$ cat src/rtl/atm_keypad_pkg.sv
// Shared key codes, FSM state encoding and defaults for the ATM keypad entry stage.
// Optional binary accumulator is enabled by defining ATM_KEYPAD_BINARY_EN.
package atm_keypad_pkg;

    localparam logic [3:0] KEY_CLEAR  = 4'hA;
    localparam logic [3:0] KEY_BKSP   = 4'hB;
    localparam logic [3:0] KEY_ENTER  = 4'hC;
    localparam logic [3:0] KEY_CANCEL = 4'hD;

    localparam int unsigned DEFAULT_TIMEOUT_CYCLES = 1000;

    typedef enum logic [1:0] {
        StIdle,
        StEntry,
        StHold
    } kp_state_e;

    function automatic logic is_digit(input logic [3:0] code);
        return code <= 4'd9;
    endfunction

endpackage

$ cat src/rtl/atm_keypad_entry_if.sv
// Keypad-in / entry-out bundle between the keypad entry stage and its environment.
// out_bin is present only when ATM_KEYPAD_BINARY_EN is defined.
interface atm_keypad_entry_if #(
    parameter int unsigned DIGITS = 4
);
    logic                  key_valid;
    logic [3:0]            key_code;
    logic                  require_full;
    logic [4*DIGITS-1:0]   out_value;
    logic                  out_valid;
    logic                  out_ready;
    logic [2:0]            digit_count;
    logic                  err_pulse;
    logic                  cancel_pulse;
    logic                  timeout_pulse;
`ifdef ATM_KEYPAD_BINARY_EN
    logic [15:0]           out_bin;

    modport master (
        input  key_valid, key_code, require_full, out_ready,
        output out_value, out_valid, digit_count, err_pulse, cancel_pulse, timeout_pulse,
        output out_bin
    );

    modport slave (
        output key_valid, key_code, require_full, out_ready,
        input  out_value, out_valid, digit_count, err_pulse, cancel_pulse, timeout_pulse,
        input  out_bin
    );
`else
    modport master (
        input  key_valid, key_code, require_full, out_ready,
        output out_value, out_valid, digit_count, err_pulse, cancel_pulse, timeout_pulse
    );

    modport slave (
        output key_valid, key_code, require_full, out_ready,
        input  out_value, out_valid, digit_count, err_pulse, cancel_pulse, timeout_pulse
    );
`endif
endinterface

$ cat src/rtl/atm_keypad_timer.sv
// Idle counter: load clears, enable counts, expire flags the TIMEOUT_CYCLES-1 cycle.
// Load wins over expire, so activity in the expiry cycle restarts the count.
module atm_keypad_timer
    import atm_keypad_pkg::*;
#(
    parameter int unsigned TIMEOUT_CYCLES = DEFAULT_TIMEOUT_CYCLES
) (
    input  logic clk,
    input  logic rst,
    input  logic load,
    input  logic enable,
    output logic expire
);
    localparam int unsigned W = (TIMEOUT_CYCLES > 1) ? $clog2(TIMEOUT_CYCLES) : 1;
    localparam logic [W-1:0] LAST = W'(TIMEOUT_CYCLES - 1);

    logic [W-1:0] cnt_q, cnt_d;

    assign expire = enable && !load && (cnt_q == LAST);

    always_comb begin
        cnt_d = cnt_q;
        if (load) begin
            cnt_d = '0;
        end else if (enable) begin
            cnt_d = expire ? '0 : cnt_q + 1'b1;
        end
    end

    always_ff @(posedge clk) begin
        if (rst) begin
            cnt_q <= '0;
        end else begin
            cnt_q <= cnt_d;
        end
    end

endmodule

$ cat src/rtl/atm_keypad_entry.sv
// Collects keypad digits into packed BCD and hands complete entries downstream via valid/ready.
// Define ATM_KEYPAD_BINARY_EN to add the saturating binary accumulator on out_bin.
module atm_keypad_entry
    import atm_keypad_pkg::*;
#(
    parameter int unsigned DIGITS         = 4,
    parameter int unsigned TIMEOUT_CYCLES = DEFAULT_TIMEOUT_CYCLES
) (
    input  logic                clk,
    input  logic                rst,
    atm_keypad_entry_if.master  bus
);
    localparam int unsigned VW   = 4 * DIGITS;
    localparam logic [2:0]  FULL = 3'(DIGITS);

    kp_state_e         state_q, state_d;
    logic [VW-1:0]     value_q, value_d;
    logic [2:0]        count_q, count_d;
    logic              out_valid_q, out_valid_d;
    logic              err_q, err_d;
    logic              cancel_q, cancel_d;
    logic              timeout_q, timeout_d;
    logic              key_acc, is_cancel, do_clear;
    logic              tmr_load, tmr_expire;

`ifdef ATM_KEYPAD_BINARY_EN
    logic [15:0]       bin_q, bin_d;
    logic              busy_q, busy_d;
    logic [19:0]       bin_mac;

    // The cycle after a backspace belongs to the divider; keys arriving then are dropped.
    assign key_acc = bus.key_valid && (bus.key_code <= KEY_CANCEL) && !busy_q;
    assign bus.out_bin = bin_q;
`else
    assign key_acc = bus.key_valid && (bus.key_code <= KEY_CANCEL);
`endif

    assign is_cancel = key_acc && (bus.key_code == KEY_CANCEL);
    assign tmr_load  = key_acc || (state_q != StEntry);

    atm_keypad_timer #(
        .TIMEOUT_CYCLES (TIMEOUT_CYCLES)
    ) u_timer (
        .clk    (clk),
        .rst    (rst),
        .load   (tmr_load),
        .enable (state_q == StEntry),
        .expire (tmr_expire)
    );

    always_comb begin
        state_d     = state_q;
        value_d     = value_q;
        count_d     = count_q;
        out_valid_d = out_valid_q;
        err_d       = 1'b0;
        cancel_d    = 1'b0;
        timeout_d   = 1'b0;
        do_clear    = 1'b0;
`ifdef ATM_KEYPAD_BINARY_EN
        bin_d   = bin_q;
        busy_d  = 1'b0;
        bin_mac = 20'(bin_q) * 20'd10 + 20'(bus.key_code);
`endif
        if (state_q == StHold) begin
            // Ready and cancel both end the hold; any other key is dropped silently.
            if (bus.out_ready || is_cancel) begin
                do_clear = 1'b1;
                cancel_d = is_cancel;
            end
        end else if (key_acc) begin
            if (is_digit(bus.key_code)) begin
                if (count_q == FULL) begin
                    err_d = 1'b1;
                end else begin
                    value_d = {value_q[VW-5:0], bus.key_code};
                    count_d = count_q + 3'd1;
                    state_d = StEntry;
`ifdef ATM_KEYPAD_BINARY_EN
                    bin_d = (|bin_mac[19:16]) ? 16'hFFFF : bin_mac[15:0];
`endif
                end
            end else begin
                case (bus.key_code)
                    KEY_CLEAR: do_clear = 1'b1;
                    KEY_BKSP: begin
                        if (count_q != 3'd0) begin
                            value_d = value_q >> 4;
                            count_d = count_q - 3'd1;
                            if (count_q == 3'd1) state_d = StIdle;
`ifdef ATM_KEYPAD_BINARY_EN
                            bin_d  = bin_q / 16'd10;
                            busy_d = 1'b1;
`endif
                        end
                    end
                    KEY_ENTER: begin
                        if (count_q != 3'd0) begin
                            if (bus.require_full && (count_q != FULL)) begin
                                err_d = 1'b1;
                            end else begin
                                state_d     = StHold;
                                out_valid_d = 1'b1;
                            end
                        end
                    end
                    default: begin
                        do_clear = 1'b1;
                        cancel_d = 1'b1;
                    end
                endcase
            end
        end else if (tmr_expire) begin
            do_clear  = 1'b1;
            timeout_d = 1'b1;
        end

        if (do_clear) begin
            state_d     = StIdle;
            value_d     = '0;
            count_d     = '0;
            out_valid_d = 1'b0;
`ifdef ATM_KEYPAD_BINARY_EN
            bin_d       = '0;
            busy_d      = 1'b0;
`endif
        end
    end

    always_ff @(posedge clk) begin
        if (rst) begin
            state_q     <= StIdle;
            value_q     <= '0;
            count_q     <= '0;
            out_valid_q <= 1'b0;
            err_q       <= 1'b0;
            cancel_q    <= 1'b0;
            timeout_q   <= 1'b0;
`ifdef ATM_KEYPAD_BINARY_EN
            bin_q       <= '0;
            busy_q      <= 1'b0;
`endif
        end else begin
            state_q     <= state_d;
            value_q     <= value_d;
            count_q     <= count_d;
            out_valid_q <= out_valid_d;
            err_q       <= err_d;
            cancel_q    <= cancel_d;
            timeout_q   <= timeout_d;
`ifdef ATM_KEYPAD_BINARY_EN
            bin_q       <= bin_d;
            busy_q      <= busy_d;
`endif
        end
    end

    assign bus.out_value     = value_q;
    assign bus.out_valid     = out_valid_q;
    assign bus.digit_count   = count_q;
    assign bus.err_pulse     = err_q;
    assign bus.cancel_pulse  = cancel_q;
    assign bus.timeout_pulse = timeout_q;

endmodule
$ cat src/flat_wrapper.sv
// flat-port wrapper written by rule: the top's interface ports become plain ports
module atm_keypad_entry_flat import atm_keypad_pkg::*;
#(
    parameter int unsigned DIGITS         = 4,
    parameter int unsigned TIMEOUT_CYCLES = DEFAULT_TIMEOUT_CYCLES
)
  (clk, rst, bus_key_valid, bus_key_code, bus_require_full, bus_out_ready, bus_out_value, bus_out_valid, bus_digit_count, bus_err_pulse, bus_cancel_pulse, bus_timeout_pulse);
  atm_keypad_entry_if #(.DIGITS(DIGITS)) bus_i ();
  input  logic clk;
  input  logic rst;
  input wire logic [$bits(bus_i.key_valid)-1:0] bus_key_valid;
  input wire logic [$bits(bus_i.key_code)-1:0] bus_key_code;
  input wire logic [$bits(bus_i.require_full)-1:0] bus_require_full;
  input wire logic [$bits(bus_i.out_ready)-1:0] bus_out_ready;
  output wire logic [$bits(bus_i.out_value)-1:0] bus_out_value;
  output wire logic [$bits(bus_i.out_valid)-1:0] bus_out_valid;
  output wire logic [$bits(bus_i.digit_count)-1:0] bus_digit_count;
  output wire logic [$bits(bus_i.err_pulse)-1:0] bus_err_pulse;
  output wire logic [$bits(bus_i.cancel_pulse)-1:0] bus_cancel_pulse;
  output wire logic [$bits(bus_i.timeout_pulse)-1:0] bus_timeout_pulse;
  assign bus_i.key_valid = bus_key_valid;
  assign bus_i.key_code = bus_key_code;
  assign bus_i.require_full = bus_require_full;
  assign bus_i.out_ready = bus_out_ready;
  assign bus_out_value = bus_i.out_value;
  assign bus_out_valid = bus_i.out_valid;
  assign bus_digit_count = bus_i.digit_count;
  assign bus_err_pulse = bus_i.err_pulse;
  assign bus_cancel_pulse = bus_i.cancel_pulse;
  assign bus_timeout_pulse = bus_i.timeout_pulse;
  atm_keypad_entry #(.DIGITS(DIGITS), .TIMEOUT_CYCLES(TIMEOUT_CYCLES)) u_core (.clk(clk), .rst(rst), .bus(bus_i));
endmodule
$ cat config.mk
export PLATFORM = sky130hd
export DESIGN_NAME = atm_keypad_entry_flat
export DESIGN_NICKNAME = d
export VERILOG_FILES = /design/src/rtl/atm_keypad_pkg.sv /design/src/rtl/atm_keypad_entry_if.sv /design/src/rtl/atm_keypad_timer.sv /design/src/rtl/atm_keypad_entry.sv /design/src/flat_wrapper.sv
export SDC_FILE = /design/constraint.sdc
export NUM_CORES = 1
export LEC_CHECK = 0
export CAP_MARGIN = 10
export CORE_UTILIZATION = 46
export DETAILED_ROUTE_END_ITERATION = 12
export GPL_TIMING_DRIVEN = 0
export PLACE_DENSITY = 0.74
export SYNTH_ARGS = -nofsm -noshare
export SYNTH_HDL_FRONTEND = slang
export SYNTH_SLANG_ARGS = --single-unit
$ cat constraint.sdc
create_clock -name clk -period 1.8 [get_ports clk]
set_input_delay 0.36 -clock clk [delete_from_list [all_inputs] [get_ports clk]]
set_output_delay 0.36 -clock clk [all_outputs]
set_load 0.02 [all_outputs]
==> impl_metrics.tcl <==
set metrics [dict create \
    hold_viol 0 \
    irDropWorstVdd_mv 0.399 \
    cap_violations 0 \
    clk_pin_slew_ps 80 \
    maxSlewHeadroom_pct 68.3 \
    drt_iter0_markers 90 \
    syn_nets 224 \
    clkSinkCount 35 \
    antennaDiodeCount 0 \
    syn_area_mm2 0.00175 \
    synth_edf_count 0 \
    worstSetupPathType "reg2reg" \
    place_congestion 0.814 \
    timing.critical_path.from "u_core.state_q[0]" \
    viasPerCell 5.56 \
    num_vias 1718 \
    hold_path_startpoint "u_core.u_timer.cnt_q[0]" \
    area_growth_pct 38.8 \
    synth_top_area_cell "dfxtp_1" \
    numCtsBuffers 5 \
    outcome "finished, violations left" \
    clockRootBuffer "clkbuf_8" \
    reg2reg_depth 6 \
    synth-seq-cells 35 \
    whs_path_depth 1 \
    holdPathEnd "u_core.u_timer.cnt_q[0]" \
    drv_slew 0 \
    postSynthAreaPerCell_um2 8.35 \
    drt-pass1-iter-count 4 \
    core_area_mm2 0.00366 \
    grt_pass1_vias 1666 \
    drive_above_1_share_pct 19.9 \
    arrival_ps 1970 \
    port_buffers 30 \
    clock_path_buffers 2 \
    ys_top_cells_by_area "dfxtp_1 40%, nor2_1 7.3%, nand2_1 6.9%, a311oi_1 4.0%, ha_1 3.6%" \
    worst_skew_pair.late_latency_ps 300 \
    grt_first_pass_wirelength_um 7450 \
    r2r_slack_ps -20 \
    finClkSkew_ps 7.97 \
    worstPathRequired_ps 1950 \
    drc_errors 0 \
    max_stage_delay_ps 430 \
    place_hpwl_um 2740 \
    synth_cell_type_count 44 \
    rows 22 \
    die_x_um 63.7 \
    multi_input_area_mm2 0.00105 \
    worst_r2r_endpoint "u_core.state_q[0]" \
    fin_nets 274 \
    fillers 309 \
    antenna_found_initial 0 \
    slowest_stage "dfxtp_1" \
    final_common_cell "nor2_1" \
    synth-async-reset-ratio_pct 0 \
    cts_tree "built" \
    setup_slack_ps -19.3 \
    overflow 0 \
    dp_slack_ps -739 \
    startpoint_type "flop" \
    die_h_um 63.7 \
    r2r_start "u_core.state_q[0]" \
    synth_top_area_share_pct 40.0 \
    routed_wl_um 4520 \
    clock.fmax_mhz 550 \
    synthCells 210 \
    ios 32 \
    grt_util_all_layers_pct 23.6 \
    leakage_uw 0.000858 \
    end_kind "flop" \
    seq_area_frac_synth_pct 40.0 \
    critPathMaxFanout 10 \
    initial_core_util_pct 47.9 \
    fin_setup_tns_ps -19.3 \
    hp-class "reg2reg" \
    hold-worst-slack_ps 442 \
    fin_crit_ps 1820 \
    ys.flop_type "dfxtp_1" \
    postRouteAntennaNets 0 \
    post-route-period-util_pct 101 \
    violations "negative setup slack" \
    yosysWarnings 0 \
    power.density_mw_per_mm2 819 \
    routedWlPerCell_um 14.6 \
    fin_util_pct 66.4 \
    seq_area_um2 707 \
    die-area_mm2 0.00406 \
    p_total_uw 1990 \
    tightest_slew_ps 476 \
    final_cell_mix "33 x nor2_1, 32 x nand2_1, 32 x dfxtp_1" \
    h-tree-depth 2 \
    worstPathCellList "nor2b_4 > a21boi_1 > nand3_1 > a32oi_4 > buf_6 > a311oi_1" \
    grt_max_degree 13 \
    finalSetupViolations 1 \
]
==> where the power goes <==
| part | internal, uW | total (uW) | switching (uW) |
|---|---|---|---|
| Sequential | 806 | 842 | 35.6 |
| Clock | 412 | 725 | 313 |
| Combinational | 195 | 424 | 229 |
==> per-stage QoR <==
step	instances	instance area [um^2]
floorplan	210	1750
finish	309	2430
global placement	288	2110
detailed placement	288	2110
global route	309	2430
CTS	306	2350
==> logic make-up (layout without fill, tap and decap cells) <==
kind of cell | count (synthesis) | after routing | synth area share (%)
AOI/OAI and AO/OA | 41 | 41 | 19.0
xor gates and xnor gates | 11 | 11 | 5.50
adders and majority gates | 5 | 5 | 3.57
buffers and inverters | 16 | 67 | 4.50
DFF | 35 | 35 | 40.0
and+or+nand+nor | 102 | 102 | 27.5
==> cells in the mapped netlist, types with 2 or more instances <==
cell / count
clkbuf_1: 4
nand4_1: 4
and2_1: 3
nor3_1: 2
xnor2_1: 7
o221ai_1: 2
buf_2: 6
nand3_1: 6
a31oi_1: 2
dfxtp_1: 35
nand3b_1: 2
ha_1: 5
nor2b_1: 3
o21a_1: 2
nand2_1: 32
xor2_1: 4
and3_1: 5
a311oi_1: 8
nor2_1: 34
a311oi_2: 3
a21oi_1: 12
inv_1: 4
nand2b_1: 4
==> how the worst max path moves through the flow <==
stage	end	slack, ps	cells past startpoint
floorplan	u_core.bus.out_value[10]	50	6
global placement	u_core.state_q[0]	-760	8
detailed placement	u_core.state_q[0]	-740	8
CTS	u_core.bus.out_value[4]	5	9
global route	u_core.state_q[0]	-110	6
finish	u_core.state_q[0]	-20	6
==> final cells by class <==
| cell class | instances | share of cell area (%) |
|---|---|---|
| multi-input cells | 159 | 43.1 |
| flip-flops and latches | 35 | 29.1 |
| repair buffers | 44 | 16.3 |
| plain buffers | 11 | 3.86 |
| clock buffers | 5 | 2.83 |
| well taps | 48 | 2.47 |
| clock inverters | 3 | 1.80 |
| inverters | 4 | 0.617 |
==> repair_timing <==
item | 4_1_cts | 5_1_grt
gates cloned | 2 | 0
gates resized for setup | 22 | 22
buffers inserted | 9 | 3
setup endpoints to repair | 32 | 22
hold buffers | 0 | 0
pin swaps | 4 | 3
==> state kept, by name, indices dropped and copies added (netlist names) <==
register,flops
u_core.bus.err_pulse,1
u_core.bus.out_value,16
u_core.bus.digit_count,3
u_core.bus.out_valid,1
u_core.bus.cancel_pulse,1
u_core.state_q,2
u_core.u_timer.cnt_q,10
u_core.bus.timeout_pulse,1
==> worst max-delay path, delay by kind of cell, from the launching register on <==
kind,cells,cell delay (ps)
AO/OA/AOI/OAI,3,600
buffers and inverters,1,210
flip-flops,1,430
AND/OR/NAND/NOR,2,420
==> layer usage <==
| layer | vias up | GRT usage (%) | part of all wire, % |
|---|---|---|---|
| li1 | 842 | - | - |
| met1 | 829 | 27.0 | 44 |
| met2 | 35 | 39.5 | 50 |
| met3 | 12 | 7.50 | 4.2 |
| met4 | 0 | 11.6 | 2.0 |
| met5 | - | 0 | 0 |
No activity file was read; power rests on OpenSTA's default activity.
